`src/rtl/pe_xi_4_if.sv`:
```
// Signal bundle between a SAD-array PE and its driver: CB/ref pixels and per-cycle controls in,
// abs term and forwarded pixels out.
interface pe_xi_4_if #(parameter int PIXEL = 8);
  logic [PIXEL-1:0] in_curr1;
  logic [PIXEL-1:0] in_curr2;
  logic             in_curr_enable;
  logic             CB_select;
  logic [1:0]       abs_Control;
  logic [PIXEL-1:0] up_ref_adajecent_1;
  logic [PIXEL-1:0] up_ref_adajecent_8;
  logic [PIXEL-1:0] down_ref_adajecent_1;
  logic [PIXEL-1:0] down_ref_adajecent_8;
  logic             change_ref;
  logic [1:0]       ref_input_Control;
  logic [PIXEL-1:0] abs_out;
  logic [PIXEL-1:0] next_pix1;
  logic [PIXEL-1:0] next_pix2;
  logic [PIXEL-1:0] ref_pix;

  modport master (
    output in_curr1, in_curr2, in_curr_enable, CB_select, abs_Control,
           up_ref_adajecent_1, up_ref_adajecent_8,
           down_ref_adajecent_1, down_ref_adajecent_8,
           change_ref, ref_input_Control,
    input  abs_out, next_pix1, next_pix2, ref_pix
  );

  modport slave (
    input  in_curr1, in_curr2, in_curr_enable, CB_select, abs_Control,
           up_ref_adajecent_1, up_ref_adajecent_8,
           down_ref_adajecent_1, down_ref_adajecent_8,
           change_ref, ref_input_Control,
    output abs_out, next_pix1, next_pix2, ref_pix
  );
endinterface

```
`src/rtl/pe_xi_4.sv`:
```
// SAD-array processing element: two CB pixel registers, a vertically shiftable reference
// register, and a registered absolute-difference term.
module pe_xi_4 #(
  parameter int PIXEL = 8
) (
  input  logic      clk,
  input  logic      rst_n,
  pe_xi_4_if.slave  pe
);

  logic [PIXEL-1:0] curr1_p0;
  logic [PIXEL-1:0] curr2_p0;
  logic [PIXEL-1:0] ref_p0;
  logic [PIXEL-1:0] abs_p1;

  logic [PIXEL-1:0] ref_src;
  logic [PIXEL-1:0] sel_pix;
  logic [PIXEL-1:0] oth_pix;
  logic [PIXEL-1:0] abs_nxt;

  function automatic logic [PIXEL-1:0] abs_diff(input logic [PIXEL-1:0] a,
                                                input logic [PIXEL-1:0] b);
    return (a >= b) ? (a - b) : (b - a);
  endfunction

  always_comb begin
    ref_src = pe.up_ref_adajecent_1;
    unique case (pe.ref_input_Control)
      2'b00: ref_src = pe.up_ref_adajecent_1;
      2'b01: ref_src = pe.up_ref_adajecent_8;
      2'b10: ref_src = pe.down_ref_adajecent_1;
      2'b11: ref_src = pe.down_ref_adajecent_8;
      default: ref_src = pe.up_ref_adajecent_1;
    endcase
  end

  // Abs term is formed from the registered pixels, so it lags a pixel load by one edge.
  always_comb begin
    sel_pix = pe.CB_select ? curr2_p0 : curr1_p0;
    oth_pix = pe.CB_select ? curr1_p0 : curr2_p0;
    abs_nxt = abs_p1;
    unique case (pe.abs_Control)
      2'b00: abs_nxt = abs_diff(sel_pix, ref_p0);
      2'b01: abs_nxt = '0;
      2'b10: abs_nxt = abs_p1;
      2'b11: abs_nxt = abs_diff(oth_pix, ref_p0);
      default: abs_nxt = abs_p1;
    endcase
  end

  // Stage p0: pixel registers / stage p1: abs term
  always_ff @(posedge clk) begin
    if (!rst_n) begin
      curr1_p0 <= '0;
      curr2_p0 <= '0;
      ref_p0   <= '0;
      abs_p1   <= '0;
    end else begin
      if (pe.in_curr_enable) begin
        curr1_p0 <= pe.in_curr1;
        curr2_p0 <= pe.in_curr2;
      end
      if (pe.change_ref) begin
        ref_p0 <= ref_src;
      end
      abs_p1 <= abs_nxt;
    end
  end

  assign pe.next_pix1 = curr1_p0;
  assign pe.next_pix2 = curr2_p0;
  assign pe.ref_pix   = ref_p0;
  assign pe.abs_out   = abs_p1;

endmodule

```
`src/flat_wrapper.sv`:
```
// flat-port wrapper written by rule: the top's interface ports become plain ports
module pe_xi_4_flat 
#(
  parameter int PIXEL = 8
)
  (clk, rst_n, pe_in_curr1, pe_in_curr2, pe_in_curr_enable, pe_CB_select, pe_abs_Control, pe_up_ref_adajecent_1, pe_up_ref_adajecent_8, pe_down_ref_adajecent_1, pe_down_ref_adajecent_8, pe_change_ref, pe_ref_input_Control, pe_abs_out, pe_next_pix1, pe_next_pix2, pe_ref_pix);
  pe_xi_4_if #(.PIXEL(PIXEL)) pe_i ();
  input  logic clk;
  input  logic rst_n;
  input wire logic [$bits(pe_i.in_curr1)-1:0] pe_in_curr1;
  input wire logic [$bits(pe_i.in_curr2)-1:0] pe_in_curr2;
  input wire logic [$bits(pe_i.in_curr_enable)-1:0] pe_in_curr_enable;
  input wire logic [$bits(pe_i.CB_select)-1:0] pe_CB_select;
  input wire logic [$bits(pe_i.abs_Control)-1:0] pe_abs_Control;
  input wire logic [$bits(pe_i.up_ref_adajecent_1)-1:0] pe_up_ref_adajecent_1;
  input wire logic [$bits(pe_i.up_ref_adajecent_8)-1:0] pe_up_ref_adajecent_8;
  input wire logic [$bits(pe_i.down_ref_adajecent_1)-1:0] pe_down_ref_adajecent_1;
  input wire logic [$bits(pe_i.down_ref_adajecent_8)-1:0] pe_down_ref_adajecent_8;
  input wire logic [$bits(pe_i.change_ref)-1:0] pe_change_ref;
  input wire logic [$bits(pe_i.ref_input_Control)-1:0] pe_ref_input_Control;
  output wire logic [$bits(pe_i.abs_out)-1:0] pe_abs_out;
  output wire logic [$bits(pe_i.next_pix1)-1:0] pe_next_pix1;
  output wire logic [$bits(pe_i.next_pix2)-1:0] pe_next_pix2;
  output wire logic [$bits(pe_i.ref_pix)-1:0] pe_ref_pix;
  assign pe_i.in_curr1 = pe_in_curr1;
  assign pe_i.in_curr2 = pe_in_curr2;
  assign pe_i.in_curr_enable = pe_in_curr_enable;
  assign pe_i.CB_select = pe_CB_select;
  assign pe_i.abs_Control = pe_abs_Control;
  assign pe_i.up_ref_adajecent_1 = pe_up_ref_adajecent_1;
  assign pe_i.up_ref_adajecent_8 = pe_up_ref_adajecent_8;
  assign pe_i.down_ref_adajecent_1 = pe_down_ref_adajecent_1;
  assign pe_i.down_ref_adajecent_8 = pe_down_ref_adajecent_8;
  assign pe_i.change_ref = pe_change_ref;
  assign pe_i.ref_input_Control = pe_ref_input_Control;
  assign pe_abs_out = pe_i.abs_out;
  assign pe_next_pix1 = pe_i.next_pix1;
  assign pe_next_pix2 = pe_i.next_pix2;
  assign pe_ref_pix = pe_i.ref_pix;
  pe_xi_4 #(.PIXEL(PIXEL)) u_core (.clk(clk), .rst_n(rst_n), .pe(pe_i));
endmodule
```
`config.mk`:
```
export PLATFORM = sky130hd
export DESIGN_NAME = pe_xi_4_flat
export DESIGN_NICKNAME = d
export VERILOG_FILES = /design/src/rtl/pe_xi_4_if.sv /design/src/rtl/pe_xi_4.sv /design/src/flat_wrapper.sv
export SDC_FILE = /design/constraint.sdc
export NUM_CORES = 1
export LEC_CHECK = 0
export BUFFER_PORTS_ARGS = -buffer_cell sky130_fd_sc_hd__buf_2
export CORE_ASPECT_RATIO = 1.4
export CORE_MARGIN = 4
export CORE_UTILIZATION = 47
export DETAILED_ROUTE_END_ITERATION = 12
export GPL_TIMING_DRIVEN = 0
export PLACE_DENSITY = 0.78
export SLEW_MARGIN = 20
export SYNTH_ARGS = -nofsm -noshare
export SYNTH_HDL_FRONTEND = slang
export SYNTH_SLANG_ARGS = --single-unit
export TNS_END_PERCENT = 30
```
`constraint.sdc`:
```
create_clock -name clk -period 3.5 [get_ports clk]
set_input_delay 0.35 -clock clk [delete_from_list [all_inputs] [get_ports clk]]
set_output_delay 0.35 -clock clk [all_outputs]
set_load 0.005 [all_outputs]
```
After elaboration in Yosys (flattened, before gate mapping)
Index checks and enable logic that the tools add are counted.
{ "op_classes": {"n_eq_ne": 6, "n_lt_le_gt_ge": 2, "n_reduce_logical": 2, "add_sub_neg": 4, "mux": 6} }
{ "op_table": {"columns": ["op", "count"], "rows": [
  ["$mux W8", 4],
  ["$pmux W8 S4", 1],
  ["$sub A8 B8 Y8", 4],
  ["$pmux W8 S3", 1],
  ["$ge A8 B8 Y1", 2],
  ["$eq A2 B2 Y1 const B", 4],
  ["$eq A2 B1 Y1 const B", 2],
  ["$logic_not A2 Y1", 2]
]} }
{ "totals": {"wordCells": 24, "output_inout_bits": 32, "register_bits": 32, "input_bits": 57} }

Logic depth before layout (Yosys ltp)
{ "logic_depth": {"depth_word": 4, "mapped_depth": 13, "mapped_depth_nobuf": 12} }

Worst setup path before layout
No wires, ideal clock.
{ "synth_path": {"path_kind": "in2reg", "from": "input pe_CB_select", "to": "register u_core.abs_p1[5], in the netlist u_core.pe.abs_out[5]", "stages": 12, "n_path_buf": 2, "arrival_time_ps": 3242, "slack_ps": 176, "setup_time_ps": 83, "required_ps": 3417, "path_cell_list": "clkbuf_1 clkbuf_1 mux2i_1 inv_1 fa_1 nand3_1 nand3_2 a21oi_4 a211oi_1 o31ai_2 or4b_1 o221ai_1"} }
{ "synth_via": {"elab_chain_len": 4, "elab_cells_between_ends": 11, "classes_between": "add/sub: 4; order compare: 2; mux: 5"} }
{ "synth_rtl": {"columns": ["element", "line_no", "text"], "rows": [
  ["start, declared", "flat_wrapper.sv:13", "input wire logic [$bits(pe_i.CB_select)-1:0] pe_CB_select;"],
  ["$mux W8, on equally long branches", "pe_xi_4.sv:40, pe_xi_4.sv:39", null],
  ["$sub A8 B8 Y8 or $ge A8 B8 Y1 (tied branches)", "pe_xi_4.sv:23", "return (a >= b) ? (a - b) : (b - a);"],
  ["$mux W8", "pe_xi_4.sv:23", null],
  ["$pmux W8 S3 *", "pe_xi_4.sv:42", "unique case (pe.abs_Control)"],
  ["end signal, assigned", "pe_xi_4.sv:66", "abs_p1 <= abs_nxt;"],
  ["end, declared", "pe_xi_4.sv:14", "logic [PIXEL-1:0] abs_p1;"]
]} }
Mark *: on every way between the ends. The rest lies on a longest branch, timed or not.
A chain may end at the register's enable or synchronous reset.

Worst setup path after layout
Same ends and word-level chain as after synthesis.

==> results by group <==
Synth
  • Top cell type's share of synthesized area: 22.0%
  • Number of synthesized flops with an enable pin: 0
  • Syn nets: 422
  • FF+latch count, synth: 32
  • Ys Warns: 0
  • Register area share after synthesis: 22.0%
  • Leading area contributor after synthesis: dfxtp_1
  • Synth async-reset ratio: 0%
  • Area contributors post-synth: dfxtp_1, mux2i_1, ha_1
  • Post-synthesis cell area: 2910 um^2
  • Main flop type after synthesis: dfxtp_1
  • Cells after Synth: 331
  • Post-Syn Area per Cell: 8.78 um^2
  • Post-synthesis cell type count: 53

Die
  • Die height: 101 um
  • I/O pin count: 89
  • Starting Density: 48.9%
  • Rows: 33
  • Full die area: 7530 um^2
  • Die width: 74.5 um
  • Core Region: 5950 um^2

Timing
  • Hold slack: about 0.29 ns
  • Setup violations, final: 0
  • Final hold vios: 0
  • Max_slew headroom: 52.5%
  • Period utilization: 93.6%
  • Actual slew at the worst max-slew pin: slightly above 0.7 ns
  • Slew Viols, Final: 0
  • RSZ-0062 raised after global routing: false
  • Fin Clk Skew: 0.0106 ns
  • F_max: around 300 MHz
  • Setup TNS: 0 ns
  • Tmin final: 3.27 ns

Global route
  • First-pass GRT wire length: about 13 mm
  • Antenna violations before repair: 0
  • Pin count of the biggest net entering global routing: 13
  • Grt total ovfl: 0
  • Total Routing Usage GR: 22.0%
  • Number of global-route vias before repair: 2791

Placed design
  • Placed cell areas: 3410 um^2
  • Gpl congestion: 0.855
  • I/O Buffers: 82
  • Dpl cells: 483
  • DP HPWL: 6.61 mm

Pwr
  • Total power: around 1.4 mW
  • VDD IR max: 0.205 mV
  • Cell Pwr Density: 393 nW/um^2
  • Leak: 1.82 nW

Clocking
  • Clock sink total: 32
  • CTS H-tree depth: 2
  • TritonCTS Buffers: 5
  • Clock buffer depth: 2
  • TritonCTS clock tree: built
  • Clock Pin Slew Worst Setup and Hold Paths: roughly 0.080 ns
  • CTS root buf: clkbuf_8
  • Total setup buffers inserted after CTS: 0
  • Clock Latency Late Sink: approximately 0.29 ns

Route
  • ANT nets after route: 0
  • Initial DRC count: 167
  • Drt drc: 0
  • Vias per cell: 5.63
  • Via count: 2764
  • WL per Instance: 15.9 um
  • First drt pass iteration count: 4
  • Post-Route WL: between 7 and 8 mm

Finish
  • Final instance area: 3500 um^2
  • Share of cells above drive strength 1: 27.3%
  • Commonest non-fill, non-tap cell in the layout: buf_2
  • Fin cells: 491
  • FILL cells: roughly 570
  • Nets@finish: 511
  • N_diodes: 0
  • Most frequent cells in the layout: buf_2, mux2i_1, nor2_1
  • Synth-to-layout area growth: 20.4%

Worst setup path
  • Critical Path Sink Type: flop
  • Crit path max fanout: 10
  • Critical path required time: 3.72 ns
  • Critical path type: input port to flop
  • CP arrival: 3.49 ns
  • Startpoint Class: input port

Job
  • Max Cap Viol: 0

Status
  • Outcome: finished, final reports clean

Min path
  • Worst Hold Class: input port to flop
==> logic make-up after synthesis <==
logic type	after synthesis	share of synthesized area (%)
compound gates	67	15.9
xor+xnor	9	2.71
fa+ha+maj	34	15.7
buf+inv	48	6.58
flops	32	22.0
mux	59	23.9
simple gates	82	13.2
==> report_power, final <==
group | total, mW | switching (mW) | internal (mW)
combinational | 0.647 | 0.352 | 0.295
clock | 0.303 | 0.162 | 0.141
sequential | 0.428 | 0.0308 | 0.397
==> layer usage <==
layer	GRT usage (%)	part of all wire [%]	up-vias	wire length, um
met5	0	0	-	0
met4	8.49	2.5	0	197
met3	2.59	4.5	14	352
met2	41.2	54	90	4260
met1	24.4	38	1310	3010
li1	-	-	1350	-
==> cell usage after synthesis (all sizes together), types with 3 or more instances <==
cell type,instances
a211oi,3
a21o,9
a21oi,23
buf,7
clkbuf,10
dfxtp,32
fa,4
ha,30
inv,31
mux2,3
mux2i,48
mux4,8
nand2,17
nand2b,3
nand3,5
nand4,4
nor2,38
nor3,6
o21a,3
o21ai,9
o31ai,3
xnor2,5
xor2,4
==> sequential cells by signal (all words and copies together) (netlist names) <==
signal               flops
u_core.pe.next_pix1      8
u_core.pe.ref_pix        8
u_core.pe.next_pix2      8
u_core.pe.abs_out        8
==> through the flow <==
step           setup WS [ns]  util [%]
2_1_floorplan          0.176         -
3_3_place_gp          -0.266      57.3
3_5_place_dp          -0.290      57.3
4_1_cts              0.00973      58.8
5_1_grt              0.00328      58.9
6_report               0.225      58.9
==> worst paths after layout <==
path / from / end / slack [ns] / cells past startpoint
worst max-delay path: pe_CB_select / u_core.pe.abs_out[5]$_SDFFE_PN0P_ / 0.23 / 12
worst min-delay path: pe_in_curr1[3] / u_core.pe.next_pix1[3]$_SDFFE_PN0P_ / 0.29 / 3
worst max register to register: u_core.pe.ref_pix[1]$_SDFFE_PN0P_ / u_core.pe.abs_out[5]$_SDFFE_PN0P_ / 0.69 / 9
worst min register to register: u_core.pe.abs_out[4]$_SDFFE_PN0P_ / u_core.pe.abs_out[4]$_SDFFE_PN0P_ / 0.53 / 2
==> critical path: stages <==
cell      delay [ns]
clkbuf_1        0.33
clkbuf_2        0.39
mux2i_1         0.47
inv_1           0.15
fa_1            0.43
nand3_1         0.11
nand3_2         0.14
a21oi_4         0.23
a211oi_1        0.09
o31ai_2         0.27
or4b_1          0.45
o221ai_1        0.07
==> cell type report <==
cell class	count	area (um^2)	share of cell area, %
Buffer	17	76.3	2.18
Multi-Input combinational cell	251	2080	59.3
Timing Repair Buffer	82	410	11.7
Sequential cell	32	641	18.3
Clock inverter	3	23.8	0.679
Inverter	31	116	3.32
Tap cell	70	87.6	2.50
Clock buffer	5	68.8	1.97
==> timing repair <==
item	4_1_cts	5_1_grt
resized for setup	0	2
hold buffers	0	0
setup endpoints to repair	0	5
Power figures use the tool's default switching activity.
